<file path="config.mk">
export PLATFORM = sky130hd
export DESIGN_NAME = regfile_sb_flat
export DESIGN_NICKNAME = d
export VERILOG_FILES = /design/src/rtl/regfile_sb_if.sv /design/src/rtl/regfile_sb.sv /design/src/flat_wrapper.sv
export SDC_FILE = /design/constraint.sdc
export NUM_CORES = 1
export LEC_CHECK = 0
export ABC_AREA = 1
export BUFFER_PORTS_ARGS = -buffer_cell sky130_fd_sc_hd__buf_4
export CAP_MARGIN = 30
export CORE_MARGIN = 2
export CORE_UTILIZATION = 40
export CTS_BUF_LIST = sky130_fd_sc_hd__clkbuf_2 sky130_fd_sc_hd__clkbuf_4 sky130_fd_sc_hd__clkbuf_8
export DETAILED_ROUTE_END_ITERATION = 8
export PLACE_DENSITY = 0.68
export SYNTH_ARGS = -nofsm -noshare
export SYNTH_HDL_FRONTEND = slang
export SYNTH_SLANG_ARGS = --single-unit
</file>
<file path="constraint.sdc">
create_clock -name clk -period 1.72 [get_ports clk]
set_input_delay 0.172 -clock clk [delete_from_list [all_inputs] [get_ports clk]]
set_output_delay 0.172 -clock clk [all_outputs]
set_load 0.05 [all_outputs]
</file>
<file path="src/rtl/regfile_sb_if.sv">
// Decode/write-back bus of the regfile_sb register file: read ports, busy flags,
// issue handshake and write-back strobe.
interface regfile_sb_if #(
    parameter int DATA_W = 16,
    parameter int ADDR_W = 3
);
    logic [ADDR_W-1:0] rs;
    logic [ADDR_W-1:0] rt;
    logic [DATA_W-1:0] read_rs;
    logic [DATA_W-1:0] read_rt;
    logic              rs_busy;
    logic              rt_busy;
    logic              issue_valid;
    logic [ADDR_W-1:0] issue_rd;
    logic              issue_ready;
    logic              reg_write;
    logic [ADDR_W-1:0] rd;
    logic [DATA_W-1:0] write_data;

    modport master (
        output rs, rt, issue_valid, issue_rd, reg_write, rd, write_data,
        input  read_rs, read_rt, rs_busy, rt_busy, issue_ready
    );

    modport slave (
        input  rs, rt, issue_valid, issue_rd, reg_write, rd, write_data,
        output read_rs, read_rt, rs_busy, rt_busy, issue_ready
    );
endinterface

</file>
<file path="src/rtl/regfile_sb.sv">
// Register file (r0 = 0) with a per-register pending-write scoreboard for RAW stalls.
// Optional macro REGFILE_BYPASS_EN adds same-cycle write-to-read forwarding.
module regfile_sb #(
    parameter int DATA_W = 16,
    parameter int ADDR_W = 3,
    parameter int PEND_W = 2
) (
    input logic         clk,
    input logic         rst,
    regfile_sb_if.slave bus
);
    localparam int NREGS = 1 << ADDR_W;
    localparam logic [PEND_W-1:0] PEND_MAX = '1;

    // Views indexed by register number; entry 0 is the constant-zero register.
    logic [DATA_W-1:0] rview [NREGS];
    logic [PEND_W-1:0] pview [NREGS];
    logic              issue_acc;

    assign rview[0] = '0;
    assign pview[0] = '0;

    assign bus.issue_ready = (bus.issue_rd == '0) || (pview[bus.issue_rd] != PEND_MAX);
    assign issue_acc       = bus.issue_valid && bus.issue_ready;

    for (genvar i = 1; i < NREGS; i++) begin : g_reg
        localparam logic [ADDR_W-1:0] IDX = ADDR_W'(i);
        logic [DATA_W-1:0] data;
        logic [PEND_W-1:0] cnt;
        logic              hit;
        logic              inc;

        assign hit = bus.reg_write && (bus.rd == IDX);
        assign inc = issue_acc && (bus.issue_rd == IDX);

        // An issue and a retire to the same register in one cycle cancel out.
        always_ff @(posedge clk) begin
            if (rst) begin
                data <= '0;
                cnt  <= '0;
            end else begin
                if (hit) data <= bus.write_data;
                if (inc && !hit)
                    cnt <= cnt + PEND_W'(1);
                else if (hit && !inc && cnt != '0)
                    cnt <= cnt - PEND_W'(1);
            end
        end

        assign rview[i] = data;
        assign pview[i] = cnt;
    end

`ifdef REGFILE_BYPASS_EN
    logic fwd_rs;
    logic fwd_rt;

    assign fwd_rs = bus.reg_write && (bus.rd != '0) && (bus.rd == bus.rs);
    assign fwd_rt = bus.reg_write && (bus.rd != '0) && (bus.rd == bus.rt);

    assign bus.read_rs = fwd_rs ? bus.write_data : rview[bus.rs];
    assign bus.read_rt = fwd_rt ? bus.write_data : rview[bus.rt];

    // A write retiring the last pending producer resolves the hazard this cycle.
    assign bus.rs_busy = (bus.rs != '0) && (pview[bus.rs] != '0) &&
                         !(fwd_rs && pview[bus.rs] == PEND_W'(1));
    assign bus.rt_busy = (bus.rt != '0) && (pview[bus.rt] != '0) &&
                         !(fwd_rt && pview[bus.rt] == PEND_W'(1));
`else
    assign bus.read_rs = rview[bus.rs];
    assign bus.read_rt = rview[bus.rt];
    assign bus.rs_busy = (bus.rs != '0) && (pview[bus.rs] != '0);
    assign bus.rt_busy = (bus.rt != '0) && (pview[bus.rt] != '0);
`endif
endmodule

</file>
<file path="src/flat_wrapper.sv">
// flat-port wrapper written by rule: the top's interface ports become plain ports
module regfile_sb_flat 
#(
    parameter int DATA_W = 16,
    parameter int ADDR_W = 3,
    parameter int PEND_W = 2
)
  (clk, rst, bus_rs, bus_rt, bus_issue_valid, bus_issue_rd, bus_reg_write, bus_rd, bus_write_data, bus_read_rs, bus_read_rt, bus_rs_busy, bus_rt_busy, bus_issue_ready);
  regfile_sb_if #(.DATA_W(DATA_W), .ADDR_W(ADDR_W)) bus_i ();
  input logic clk;
  input logic rst;
  input wire logic [$bits(bus_i.rs)-1:0] bus_rs;
  input wire logic [$bits(bus_i.rt)-1:0] bus_rt;
  input wire logic [$bits(bus_i.issue_valid)-1:0] bus_issue_valid;
  input wire logic [$bits(bus_i.issue_rd)-1:0] bus_issue_rd;
  input wire logic [$bits(bus_i.reg_write)-1:0] bus_reg_write;
  input wire logic [$bits(bus_i.rd)-1:0] bus_rd;
  input wire logic [$bits(bus_i.write_data)-1:0] bus_write_data;
  output wire logic [$bits(bus_i.read_rs)-1:0] bus_read_rs;
  output wire logic [$bits(bus_i.read_rt)-1:0] bus_read_rt;
  output wire logic [$bits(bus_i.rs_busy)-1:0] bus_rs_busy;
  output wire logic [$bits(bus_i.rt_busy)-1:0] bus_rt_busy;
  output wire logic [$bits(bus_i.issue_ready)-1:0] bus_issue_ready;
  assign bus_i.rs = bus_rs;
  assign bus_i.rt = bus_rt;
  assign bus_i.issue_valid = bus_issue_valid;
  assign bus_i.issue_rd = bus_issue_rd;
  assign bus_i.reg_write = bus_reg_write;
  assign bus_i.rd = bus_rd;
  assign bus_i.write_data = bus_write_data;
  assign bus_read_rs = bus_i.read_rs;
  assign bus_read_rt = bus_i.read_rt;
  assign bus_rs_busy = bus_i.rs_busy;
  assign bus_rt_busy = bus_i.rt_busy;
  assign bus_issue_ready = bus_i.issue_ready;
  regfile_sb #(.DATA_W(DATA_W), .ADDR_W(ADDR_W), .PEND_W(PEND_W)) u_core (.clk(clk), .rst(rst), .bus(bus_i));
endmodule
</file>
==> impl_metrics.py <==
metrics = {
    "finish": {
        "fin_area_sq_um": 8710,
        "syn2layout_area_growth_pct": 27.7,
        "final_cell_count_no_fill": 1343,
        "antenna_cells": 0,
        "num-nets-final": 1142,
        "drive_gt1_share_pct": 24.0,
    },
    "critical_path": {
        "startpoint_type": "flop",
        "reg2reg_slack_ns": 0.17,
        "reg2reg_to": "u_core.g_reg[7].cnt[1]$_SDFFE_PP0P_",
        "cp_slowest_stage_delay_ns": 0.33,
        "crit_cells": 4,
        "crit_chain": "or2_4 > o211ai_1 > a32oi_2 > buf_6",
        "critical_path_class": "flop to output port",
        "crit_path_end_kind": "output port",
        "cp.buffers_inverters": 1,
        "cp_slowest_cell": "dfxtp_2",
        "crit_fanout": 3,
        "crit_start": "u_core.g_reg[6].cnt[1]$_SDFFE_PP0P_",
        "endpoint": "bus_rt_busy",
        "worst_ep_required_time_ns": 1.55,
        "reg2regPathDepth": 14,
        "r2r_start": "u_core.g_reg[6].cnt[1]$_SDFFE_PP0P_",
        "critPathArrivalTime_ns": 1.58,
        "crit_family": "compound AO/OA/AOI/OAI gates",
    },
    "route": {
        "vias_per_cell": 5.63,
        "dr_total_vias": 7562,
        "dr.pass1.iters": 5,
        "wirelength_microns": 23300,
        "drc": 0,
        "drt_iter0_drc": 832,
        "wl_per_cell_microns": 17.4,
        "ant_nets": 0,
    },
    "timing": {
        "fin_crit_ns": 1.75,
        "finalSetupViolCount": 2,
        "hold_viol": 0,
        "rsz0062_at_grt": "yes",
        "maxSlewViolCount": 0,
        "timing.final.crit_share_pct": 102,
        "clock.fmax_ghz": 0.572,
        "worstMarginPinSlew_ns": 0.740,
        "fin_hold_ws_ns": 0.0205,
        "relSlewSlack_pct": 50.6,
        "setup_ws_ns": -0.0283,
        "clock_skew_ns": 0.00160,
    },
    "min_path": {
        "hp-class": "input port to flop",
    },
    "floorplanning": {
        "start_util_pct": 41.0,
        "die_h_microns": 135,
        "coreArea_sq_um": 16600,
        "floorplan.rows": 47,
        "die-area_sq_um": 18100,
        "ios": 67,
        "die_x_microns": 135,
    },
    "placed_design": {
        "placed_cells": 1295,
        "numPortBuffers": 66,
        "gp_congestion": 0.820,
        "pre_cts_slack_ns": 0.113,
        "placed_area_sq_um": 7870,
        "place_hpwl_microns": 14600,
    },
    "status": {
        "status": "finished, violations left",
        "violations": "negative setup slack",
    },
    "job": {
        "drv_cap": 0,
    },
    "cts": {
        "cts_sinks": 126,
        "cts_buffers": 17,
        "clk_pin_slew_ns": 0.08,
        "clk_root_buffer_cell": "clkbuf_8",
        "clock_latency_ns": 0.46,
        "clock_path_buffers": 2,
        "cts_tree": "built",
        "htree_levels": 4,
    },
    "pwr": {
        "p_clk_share_pct": 37.4,
        "leakage_nw": 3.42,
        "cellPowerDensity_nw_per_um2": 844,
        "seqPwrFrac_pct": 41.9,
        "power.internal_mw": 5.02,
        "switching_power_mw": 2.34,
        "swShare_pct": 31.8,
        "power_mw": 7.36,
        "ir_drop_v": 0.000625,
        "p_comb_share_pct": 20.7,
    },
    "synthesis": {
        "ys_warn_count": 0,
        "synth_top_area_share_pct": 37.0,
        "synth_cell_types": 30,
        "ys_seq_elements": 126,
        "synth_flop_cell": "dfxtp_1",
        "syn-num-nets": 1091,
        "async_reset_ff_share_pct": 0,
        "synth_cells": 1059,
        "synth_area_leaders": "dfxtp_1, o21ai_0, nor2_1",
        "yosysSeqAreaShare_pct": 37.0,
        "synth-edff-count": 0,
        "avgSynthCellArea_sq_um": 6.44,
        "synth_area_sq_um": 6820,
        "synth.most_common_cell": "nor2_1",
        "synth_top_area_cell": "dfxtp_1",
        "synth_common_cells": "nor2_1, o21ai_0, dfxtp_1, a21oi_1, nand3_1",
    },
    "global_routing": {
        "grt_pass1_vias": 6729,
        "antenna_found_initial": 0,
        "grt_max_degree": 70,
        "grt_usage_pct": 25.3,
        "grt_pass1_wl_microns": 36000,
        "overflow": 0,
    },
}
metrics by stage:
| stage | util (%) | setup TNS (ns) |
|---|---|---|
| finish | 52.4 | -0.0557 |
| global route | 52.4 | -0.607 |
| CTS | 51.2 | -0.127 |
| detailed placement | 47.3 | 0 |
| global placement | 47.3 | 0 |
| floorplan | - | 0 |
worst min-delay path, stage by stage:
cell and delay, ns:
buf_4 0.14, nor2_1 0.06, nor2_1 0.08
state kept, by name (all words and copies together), names as in the netlist:
register,flops
u_core.g.cnt,14
u_core.g.data,112
layout by cell type (no fill, tap or decap), types with 4 or more instances in the layout:
cell type | synthesis | final
nor2_1 | 261 | 260
o21ai_0 | 244 | 159
a21oi_1 | 105 | 91
dfxtp_1 | 126 | 85
o21ai_1 | 0 | 75
nand3_1 | 61 | 61
inv_1 | 60 | 55
buf_4 | 2 | 54
nand2_1 | 43 | 43
dfxtp_2 | 0 | 40
buf_6 | 2 | 34
a31oi_2 | 0 | 32
clkbuf_8 | 0 | 17
a21oi_2 | 1 | 15
buf_12 | 0 | 14
inv_2 | 6 | 12
o21ai_2 | 0 | 10
dlygate4sd3_1 | 0 | 10
nor2_2 | 7 | 8
nand4_1 | 7 | 7
nand3_2 | 4 | 4
clkinv_4 | 0 | 4
timing repair:
| item | 4_1_cts | 5_1_grt |
|---|---|---|
| endpoints found under the setup margin | 30 | 35 |
| pin swaps | 8 | 73 |
| resized for setup | 55 | 141 |
| endpoints found under the hold margin | 20 | 0 |
| hold buffers | 10 | 0 |
| buffers inserted | 1 | 5 |
how the worst min path moves through the flow:
stage                                               startpoint                               endpoint  slack [ns]  cells past startpoint
after CTS                                   bus_write_data[14]  u_core.g_reg[4].data[14]$_SDFFE_PP0P_       0.002                      3
after floorplan                              bus_write_data[0]   u_core.g_reg[1].data[0]$_SDFFE_PP0P_        0.31                      2
after detailed placement  u_core.g_reg[5].data[5]$_SDFFE_PP0P_   u_core.g_reg[5].data[5]$_SDFFE_PP0P_        0.47                      2
final                                       bus_write_data[14]  u_core.g_reg[2].data[14]$_SDFFE_PP0P_        0.02                      3
after global routing                        bus_write_data[11]  u_core.g_reg[3].data[11]$_SDFFE_PP0P_        0.01                      3
after global placement    u_core.g_reg[5].data[0]$_SDFFE_PP0P_   u_core.g_reg[5].data[0]$_SDFFE_PP0P_        0.46                      2
per-layer routing:
layer | routed length [microns] | vias up | GRT usage, %
met5 | 0 | - | 0
met4 | 563 | 0 | 10.1
met3 | 1840 | 50 | 4.54
met2 | 10600 | 357 | 40.4
met1 | 10300 | 3471 | 33.9
li1 | - | 3684 | -
power by group through the flow:
stage	registers [mW]	clock network (mW)	logic, mW
detailed placement	3.14	0	1.37
finish	3.09	2.75	1.52
global route	3.10	2.92	1.63
CTS	3.07	2.78	1.45
floorplan	3.12	0	0.907
global placement	3.14	0	1.36
logic make-up (layout without fill, tap and decap cells):
kind of cell | after synthesis | count (layout) | synth area share [%]
buf+inv | 148 | 212 | 8.84
flops | 126 | 126 | 37.0
simple gates | 395 | 395 | 24.6
compound gates | 390 | 390 | 29.6
final cells by class:
type | instances | area, sq um
timing repair buffer | 113 | 1180
clock inverter | 13 | 166
tap | 220 | 275
multi-input combinational | 785 | 4010
inverter | 67 | 251
fill | 1622 | 7930
clock buffer | 19 | 249
sequential | 126 | 2580
Power figures use the tool's default switching activity.
